File: src/rtl/serial_word_scheduler.sv
// Round-robin scheduler that shares one serial bit-stream detector between requesters:
// shifts each granted word MSB-first, captures the detector result, then clears it.
module serial_word_scheduler #(
  parameter int unsigned WORD_W  = 32,
  parameter int unsigned N_REQ   = 4,
  parameter int unsigned GAP_CYC = 2
) (
  input  logic                    clk,
  input  logic                    rst,
  input  logic [N_REQ-1:0]        req,
  input  logic [N_REQ*WORD_W-1:0] word_i,
  output logic [N_REQ-1:0]        grant,
  output logic                    b_o,
  output logic                    clr_o,
  input  logic [2:0]              det_y,
  input  logic [3:0]              det_n,
  input  logic [3:0]              det_s,
  output logic                    res_valid,
  output logic [1:0]              res_id,
  output logic [2:0]              res_y,
  output logic [3:0]              res_n,
  output logic [3:0]              res_s,
  output logic                    busy
);

  typedef enum logic [2:0] {
    S_IDLE,
    S_SHIFT,
    S_SETTLE,
    S_CAPTURE,
    S_CLEAR
  } state_t;

  localparam logic [4:0] CNT_INIT = 5'(WORD_W - 1);
  localparam logic [7:0] GAP_INIT = 8'((GAP_CYC > 1) ? GAP_CYC - 2 : 0);

  state_t              state_q, state_d;
  logic [1:0]          rr_ptr_q, rr_ptr_d;
  logic [WORD_W-1:0]   shift_q, shift_d;
  logic [4:0]          cnt_q, cnt_d;
  logic [7:0]          gap_q, gap_d;
  logic [1:0]          cur_id_q, cur_id_d;
  logic [N_REQ-1:0]    grant_q, grant_d;
  logic                b_q, b_d;
  logic                clr_q, clr_d;
  logic                res_valid_q, res_valid_d;
  logic [1:0]          res_id_q, res_id_d;
  logic [2:0]          res_y_q, res_y_d;
  logic [3:0]          res_n_q, res_n_d;
  logic [3:0]          res_s_q, res_s_d;
  logic                busy_q, busy_d;

  logic [WORD_W-1:0]   words [N_REQ];
  logic                found;
  logic [1:0]          pick;
  logic [1:0]          cand;
  logic [N_REQ-1:0]    pick_oh;

  // First requester at or after rr_ptr, searched circularly.
  always_comb begin
    found   = 1'b0;
    pick    = '0;
    cand    = '0;
    pick_oh = '0;
    for (int unsigned k = 0; k < N_REQ; k++) begin
      words[k] = word_i[k*WORD_W +: WORD_W];
    end
    for (int unsigned i = 0; i < N_REQ; i++) begin
      cand = 2'((32'(rr_ptr_q) + i) % N_REQ);
      if (!found && req[cand]) begin
        found = 1'b1;
        pick  = cand;
      end
    end
    for (int unsigned k = 0; k < N_REQ; k++) begin
      pick_oh[k] = found && (32'(pick) == k);
    end
  end

  always_comb begin
    state_d     = state_q;
    rr_ptr_d    = rr_ptr_q;
    shift_d     = shift_q;
    cnt_d       = cnt_q;
    gap_d       = gap_q;
    cur_id_d    = cur_id_q;
    grant_d     = '0;
    b_d         = 1'b0;
    clr_d       = 1'b1;
    res_valid_d = 1'b0;
    res_id_d    = res_id_q;
    res_y_d     = res_y_q;
    res_n_d     = res_n_q;
    res_s_d     = res_s_q;
    busy_d      = (state_q != S_IDLE);

    unique case (state_q)
      S_IDLE: begin
        if (found) begin
          grant_d  = pick_oh;
          shift_d  = words[pick];
          cur_id_d = pick;
          rr_ptr_d = 2'((32'(pick) + 1) % N_REQ);
          cnt_d    = CNT_INIT;
          state_d  = S_SHIFT;
        end
      end
      S_SHIFT: begin
        b_d     = shift_q[WORD_W-1];
        shift_d = {shift_q[WORD_W-2:0], 1'b0};
        clr_d   = 1'b0;
        if (cnt_q == '0) begin
          state_d = S_SETTLE;
        end else begin
          cnt_d = cnt_q - 5'd1;
        end
      end
      S_SETTLE: begin
        clr_d   = 1'b0;
        state_d = S_CAPTURE;
      end
      S_CAPTURE: begin
        res_valid_d = 1'b1;
        res_id_d    = cur_id_q;
        res_y_d     = det_y;
        res_n_d     = det_n;
        res_s_d     = det_s;
        // The capture cycle already counts as the first clear cycle.
        if (GAP_CYC > 1) begin
          gap_d   = GAP_INIT;
          state_d = S_CLEAR;
        end else begin
          state_d = S_IDLE;
        end
      end
      S_CLEAR: begin
        if (gap_q == '0) begin
          state_d = S_IDLE;
        end else begin
          gap_d = gap_q - 8'd1;
        end
      end
      default: state_d = S_IDLE;
    endcase
  end

  always_ff @(posedge clk or negedge rst) begin
    if (!rst) begin
      state_q     <= S_IDLE;
      rr_ptr_q    <= '0;
      shift_q     <= '0;
      cnt_q       <= '0;
      gap_q       <= '0;
      cur_id_q    <= '0;
      grant_q     <= '0;
      b_q         <= 1'b0;
      clr_q       <= 1'b1;
      res_valid_q <= 1'b0;
      res_id_q    <= '0;
      res_y_q     <= '0;
      res_n_q     <= '0;
      res_s_q     <= '0;
      busy_q      <= 1'b0;
    end else begin
      state_q     <= state_d;
      rr_ptr_q    <= rr_ptr_d;
      shift_q     <= shift_d;
      cnt_q       <= cnt_d;
      gap_q       <= gap_d;
      cur_id_q    <= cur_id_d;
      grant_q     <= grant_d;
      b_q         <= b_d;
      clr_q       <= clr_d;
      res_valid_q <= res_valid_d;
      res_id_q    <= res_id_d;
      res_y_q     <= res_y_d;
      res_n_q     <= res_n_d;
      res_s_q     <= res_s_d;
      busy_q      <= busy_d;
    end
  end

  assign grant     = grant_q;
  assign b_o       = b_q;
  assign clr_o     = clr_q;
  assign res_valid = res_valid_q;
  assign res_id    = res_id_q;
  assign res_y     = res_y_q;
  assign res_n     = res_n_q;
  assign res_s     = res_s_q;
  assign busy      = busy_q;

endmodule

File: config.mk
export PLATFORM = sky130hd
export DESIGN_NAME = serial_word_scheduler
export DESIGN_NICKNAME = d
export VERILOG_FILES = /design/src/rtl/serial_word_scheduler.sv
export SDC_FILE = /design/constraint.sdc
export NUM_CORES = 1
export LEC_CHECK = 0
export ABC_AREA = 1
export CORE_MARGIN = 10
export CORE_UTILIZATION = 41
export CTS_BUF_LIST = sky130_fd_sc_hd__clkbuf_4 sky130_fd_sc_hd__clkbuf_8 sky130_fd_sc_hd__clkbuf_16
export CTS_CLUSTER_DIAMETER = 30
export CTS_CLUSTER_SIZE = 10
export DETAILED_ROUTE_END_ITERATION = 12
export PLACE_DENSITY = 0.77
export SYNTH_ARGS = -nofsm -noshare
export SYNTH_HDL_FRONTEND = slang
export SYNTH_SLANG_ARGS = --single-unit
File: constraint.sdc
create_clock -name clk -period 1.8 [get_ports clk]
set_input_delay 0.27 -clock clk [delete_from_list [all_inputs] [get_ports clk]]
set_output_delay 0.27 -clock clk [all_outputs]
set_load 0.005 [all_outputs]
==> impl_metrics.py, run 1 <==
metrics = {
    "yosys": {
        "synth_area_per_cell_sq_um": 7.38,
        "yosys.area_share.simple_pct": 40.9,
        "synth_compound_area_share_pct": 8.23,
        "syn_inst": 610,
        "syn_area_sq_um": 4500,
        "synth_enable_flop_cells": 0,
        "ys_ff_latch": 73,
        "synth_top_area_cell": "dfrtp_1",
        "synth_mux_area_share_pct": 0,
        "synthTopCellsByCount": "nand2_1, nand3_1, dfrtp_1",
        "seq_area_frac_synth_pct": 40.6,
        "yosys_warnings": 0,
        "yosysMostFrequentCell": "nand2_1",
        "yosysTopAreaCellShare_pct": 40.0,
        "yosys.area_share.adder_pct": 0.834,
        "yosys.cell_types.count": 33,
        "synth_ff_type": "dfrtp_1",
        "async_reset_ff_share_pct": 100,
        "synth_area_leaders": "dfrtp_1, nand2_1, nand3_1, nand4_1, a22oi_1",
        "synth-xor-area-share_pct": 0.195,
        "synth_fp_nets": 758,
        "synth_top_family_by_area": "simple AND/OR/NAND/NOR gates",
    },
    "setup_path": {
        "end_kind": "flop",
        "rrSetupSlack_ps": -240,
        "worst_path_largest_cell_delay_ps": 470,
        "r2r_start": "rr_ptr_q[0]",
        "r2r_end": "shift_q[11]",
        "critPathLaunchType": "flop",
        "crit_chain": "buf_6 -> nand2_1 -> nand2_1 -> nand2_1 -> nand2_2 -> nor2_4 -> nand3_1 -> nand3_4 -> buf_6 -> clkbuf_16 -> nand3_1 -> nand3_1 -> nand2_1",
        "cpMaxStageDelayCell": "dfrtp_2",
        "crit_arrival_ps": 2290,
        "crit_top_cell": "nand2_1",
        "critPathKind": "flop to flop",
        "worstPathRequired_ps": 2050,
        "r2r_cells": 13,
        "cp_max_fo": 9,
    },
    "cells_and_area": {
        "antennaDiodeCount": 0,
        "fin_area_sq_um": 7560,
        "fin_nets": 959,
        "drive_gt1_share_pct": 24.0,
        "areaGrowthSynthToFinish_pct": 68.0,
        "fillers": 813,
    },
    "clock_tree": {
        "clk_pin_slew_ps": 80,
        "clock_path_buffers": 2,
        "clock_latency_ps": 360,
        "cts_buffers": 9,
        "cts_tree": "built",
        "root_buffer": "clkbuf_8",
        "cts.sinks": 73,
        "cts_max_level": 3,
    },
    "sta": {
        "rsz0062_at_grt": "true",
        "fin_crit_ps": 2040,
        "worst_slack_ps": -243,
        "worstMarginPinSlew_ps": 333,
        "fin_crit_sh_pct": 114,
        "slew_viol_final": 0,
        "max_clock_freq_mhz": 489,
        "relSlewSlack_pct": 77.8,
        "hold_viol_final": 0,
        "fin_skew_ps": 10.5,
        "finalSetupViolations": 39,
    },
    "outcome": {
        "violations": "negative setup slack",
        "outcome": "finished with violations",
    },
    "floorplanning": {
        "io_pins": 166,
        "dieHeight_microns": 125,
        "die_w_microns": 125,
        "dieArea_sq_um": 15600,
        "core_sq_um": 10800,
        "placementRows": 38,
        "start_util_pct": 41.7,
    },
    "route": {
        "drcViolationCount": 0,
        "drtAntennaViolNets": 0,
        "drt-total-wl_microns": 18400,
        "vias": 5437,
        "drtIter0Drc": 404,
        "wl_per_cell_microns": 19.3,
        "avgViaCountPerCell": 5.69,
        "drt_pre_antenna_iters": 8,
    },
    "power_and_ir_drop": {
        "clkPwrFrac_pct": 7.1,
        "p_int_mw": 8.84,
        "powerDensity_nw_per_um2": 2250,
        "p_seq_share_pct": 17.3,
        "p_leak_nw": 3.46,
        "ir_worst_vdd_mv": 1.35,
        "p_sw_mw": 8.19,
        "swShare_pct": 48.1,
        "power_frac_comb_pct": 75.7,
    },
    "global_routing": {
        "grt_use_total_pct": 20.8,
        "grt_pass1_wl_microns": 27300,
        "overflow": 0,
        "grt_pass1_vias": 5450,
        "grt_start_max_net_pins": 49,
        "antenna_found_initial": 0,
    },
    "placement": {
        "placed_area_sq_um": 6540,
        "place_ws_ps": -454,
        "io_buffer_count": 165,
        "hpwl_microns": 11800,
        "gp_congestion": 0.886,
    },
    "min_path": {
        "hp-class": "input port to asynchronous set/reset pin",
    },
    "run": {
        "maxCapViolCount": 0,
    },
}
placed cells by master, fill, tap and decap left out, types with 3 or more instances in the layout:
cell type	count
nor2_4	3
inv_1	33
nor2_2	4
a22oi_1	29
a21oi_1	5
nand2_2	36
nand3_4	6
inv_4	4
inv_6	3
nand4_1	63
buf_16	3
nor2_1	17
o21ai_0	14
nand3_2	33
buf_12	11
clkbuf_16	5
clkbuf_8	10
ha_1	3
dfrtp_1	70
clkdlybuf4s50_1	164
buf_6	14
nand3_1	74
nand2_1	136
nand2_4	14
buf_4	36
stage by stage:
step / instances / hold WS (ps) / utilization [%] / setup TNS [ps] / total power, mW
CTS: 941 / 342 / 65.3 / -4050 / 14.6
detailed placement: 916 / 195 / 60.6 / -15050 / 12.0
global route: 956 / 372 / 70.1 / -9080 / 18.1
finish: 956 / 350 / 70.1 / -6230 / 17.0
global placement: 916 / 195 / 60.6 / -12230 / 11.8
floorplan: 610 / -25.6 / - / 0 / 8.91
worst max-delay path, delay by kind of cell (launching register included):
family	cells	cell delay [ps]
flip-flops	1	470
AND/OR/NAND/NOR	10	1010
buffers and inverters	3	440
layer usage:
metal	vias up	wire, microns	track usage, %
met3	56	1760	7.74
met1	2562	7060	23.9
met4	0	550	8.02
met5	-	0	0
met2	302	9060	34.5
li1	2517	-	-
flip-flops by register name, summed over array words and instances, names as in the netlist, 2 cells and up:
name	cells
gap_q	8
grant	4
state_q	3
res_s	4
cnt_q	5
res_y	3
res_n	4
shift_q	32
rr_ptr_q	2
cur_id_q	2
res_id	2
worst max-delay path by stage:
stage	slack [ps]	start	cells past startpoint	to
after floorplan	20	rr_ptr_q[0]	11	state_q[0]
after global placement	-380	req[1]	14	shift_q[4]
after detailed placement	-450	req[3]	14	shift_q[2]
after CTS	-150	rr_ptr_q[0]	13	shift_q[25]
after global routing	-320	rr_ptr_q[0]	13	shift_q[11]
final	-240	rr_ptr_q[0]	13	shift_q[11]
cell families (layout without fill, tap and decap cells):
group                    Yosys count  count (layout)
adder cells (fa/ha/maj)            3               3
AND/OR/NAND/NOR                  392             392
AO/OA/AOI/OAI                     57              57
flip-flops                        73              73
XOR/XNOR                           1               1
buffers and inverters             84             290
cell type report:
cell class | count | area, sq um | area share [%]
multi-input cells | 453 | 2700 | 35.7
repair buffers | 234 | 2510 | 33.2
flip-flops and latches | 73 | 1830 | 24.2
well taps | 140 | 175 | 2.32
inverters | 40 | 165 | 2.18
clock buffers | 11 | 145 | 1.92
clock inverters | 5 | 37.5 | 0.496
power by group through the flow:
stage | clock, mW | combinational (mW) | sequential (mW)
after floorplan | 0 | 6.08 | 2.83
after global placement | 0 | 8.85 | 2.91
after detailed placement | 0 | 9.08 | 2.93
after CTS | 1.22 | 10.5 | 2.90
after global routing | 1.31 | 13.8 | 3.01
final | 1.20 | 12.9 | 2.94
repair_timing:
| item | 4_1_cts | 5_1_grt |
|---|---|---|
| pin swaps | 7 | 13 |
| hold endpoints to repair | 24 | 0 |
| cloned | 3 | 7 |
| hold buffers | 1 | 0 |
| setup buffers | 5 | 9 |
| gates resized for setup | 51 | 84 |
| endpoints found under the setup margin | 44 | 45 |
(Power assumes the default switching activity.)
==> inputs of run 2 (changes only) <==
- CORE_ASPECT_RATIO: unset -> 2
==> impl_metrics.py, run 2 (synthesis results as in run 1) <==
metrics = {
    "outcome": {
        "outcome": "finished with violations",
        "violations": "negative setup slack",
    },
    "cells_and_area": {
        "fillers": 929,
        "final_cell_mix": "nand2_1, clkdlybuf4s50_1, nand3_1",
        "areaGrowthSynthToFinish_pct": 55.9,
        "largest_reg_flops": 32,
        "regMostFlops": "shift_q",
        "mostFrequentLayoutCell": "nand2_1",
        "drive_gt1_share_pct": 13.3,
        "top_regs": "shift_q: 32 flops, gap_q: 8 flops, cnt_q: 5 flops",
        "layout.cells.non_filler": 931,
        "multi_input_area_sq_um": 2360,
        "fin_nets": 935,
        "antennaDiodeCount": 0,
        "seqCellArea_sq_um": 1830,
    },
    "setup_path": {
        "worstPathRequired_ps": 2020,
        "rrSetupSlack_ps": -150,
        "cp-startpoint": "rr_ptr_q[0]",
        "crit_chain": "inv_6 -> nand2_1 -> nand3_1 -> nand2_2 -> nand2_2 -> nand2_2 -> nand2_4 -> nand3_4 -> buf_12 -> nand2_1 -> nand3_1 -> nand3_1 -> nand2_1",
        "end_kind": "flop",
        "critPathKind": "flop to flop",
        "worst_path_largest_cell_delay_ps": 490,
        "critPathLaunchType": "flop",
        "crit_arrival_ps": 2180,
        "cp_max_fo": 26,
        "cpMaxStageDelayCell": "dfrtp_2",
        "r2r_start": "rr_ptr_q[0]",
    },
    "global_routing": {
        "overflow": 0,
        "grt_pass1_vias": 5282,
        "grt_use_total_pct": 20.0,
        "antenna_found_initial": 0,
        "grt_start_max_net_pins": 58,
        "grt_pass1_wl_microns": 25400,
    },
    "min_path": {
        "hp-class": "input port to asynchronous set/reset pin",
    },
    "route": {
        "avgViaCountPerCell": 5.54,
        "wl_per_cell_microns": 17.6,
        "drtAntennaViolNets": 0,
        "drt_pre_antenna_iters": 5,
        "drt-total-wl_microns": 16400,
        "vias": 5159,
        "drtIter0Drc": 359,
        "drcViolationCount": 0,
    },
    "sta": {
        "rsz0062_at_grt": "true",
        "fin_crit_ps": 1950,
        "fin_skew_ps": 5.41,
        "worst_slack_ps": -155,
        "worstMarginPinSlew_ps": 416,
        "max_clock_freq_mhz": 512,
        "relSlewSlack_pct": 72.3,
        "fin_crit_sh_pct": 109,
        "finalSetupViolations": 35,
        "hold_viol_final": 0,
        "slew_viol_final": 0,
        "setup_tns_ps": -3720,
    },
    "floorplanning": {
        "io_pins": 166,
        "dieHeight_microns": 168,
        "core_sq_um": 10800,
        "placementRows": 54,
        "die_w_microns": 94.1,
        "start_util_pct": 41.6,
        "dieArea_sq_um": 15800,
    },
    "power_and_ir_drop": {
        "p_leak_nw": 3.24,
        "powerDensity_nw_per_um2": 2100,
        "ir_worst_vdd_mv": 1.34,
    },
    "clock_tree": {
        "cts.sinks": 73,
        "cts_buffers": 9,
        "clk_pin_slew_ps": 60,
        "root_buffer": "clkbuf_16",
        "clock_latency_ps": 340,
        "clock_path_buffers": 2,
        "cts_max_level": 3,
        "cts_tree": "built",
    },
    "placement": {
        "gp_congestion": 0.828,
        "hpwl_microns": 11900,
        "io_buffer_count": 165,
        "place_inst": 907,
    },
    "run": {
        "maxCapViolCount": 0,
    },
}
## run 2: cell types whose count changed in the layout (fill, tap and decap cells not counted), moves of 2 or more
cell,before,now
inv_6,3,1
buf_4,36,24
clkbuf_16,5,11
nand3_4,6,2
nand2_1,136,170
buf_6,14,9
nand2_2,36,14
nand2_4,14,2
inv_2,1,3
clkbuf_8,10,1
nand3_2,33,7
inv_4,4,1
nand3_1,74,104
buf_12,11,7
## run 2: what timing repair did
item | CTS | global route
resized for setup | 28 | 18
endpoints found under the setup margin | 43 | 47
gates cloned | 1 | 2
hold buffers | 1 | 0
setup buffers | 1 | 4
pin swaps | 2 | 1
endpoints found under the hold margin | 31 | 0
## run 2: worst paths after layout
path	cells after the start	endpoint
min reg2reg	2	res_y[0]
max reg2reg	13	shift_q[24]
min in group clk	2	res_y[0]
max	13	shift_q[24]
max in group asynchronous	3	clr_o
min	2	res_id[0]
## run 2: critical path, delay by kind of cell (launching register included)
family        cells  cell delay, ps
simple gates     11             990
flops             1             490
buf+inv           2             330
## run 2: stage by stage
stage | hold WS, ps | area (sq um) | power (mW) | worst slack (ps) | utilization [%]
after CTS | 427 | 6870 | 14.2 | -130 | 63.5
final | 416 | 7020 | 14.7 | -155 | 64.9
after floorplan | -25.6 | 4500 | 8.91 | 23.6 | -
after global placement | 224 | 6430 | 11.4 | -344 | 59.5
after global routing | 474 | 7020 | 15.9 | -294 | 64.9
after detailed placement | 229 | 6430 | 11.8 | -407 | 59.5
## run 2: layout make-up
| class | count | area share, % |
|---|---|---|
| clock inverters | 5 | 0.803 |
| well taps | 140 | 2.50 |
| clock buffers | 10 | 3.41 |
| inverters | 40 | 2.25 |
| repair buffers | 210 | 31.3 |
| flip-flops and latches | 73 | 26.1 |
| multi-input cells | 453 | 33.7 |
## run 2: report_power, final
group / internal (mW) / switching (mW)
sequential: 2.48 / 0.469
combinational: 4.29 / 5.71
clock: 1.10 / 0.674
total: 7.87 / 6.85
## run 2: metal layers
metal	GRT usage (%)	vias to the layer above	part of all wire [%]
met5	0	-	0
met4	8.11	0	2.5
met3	4.54	36	6.1
met2	37.7	211	56
met1	19.8	2451	35
li1	-	2461	-
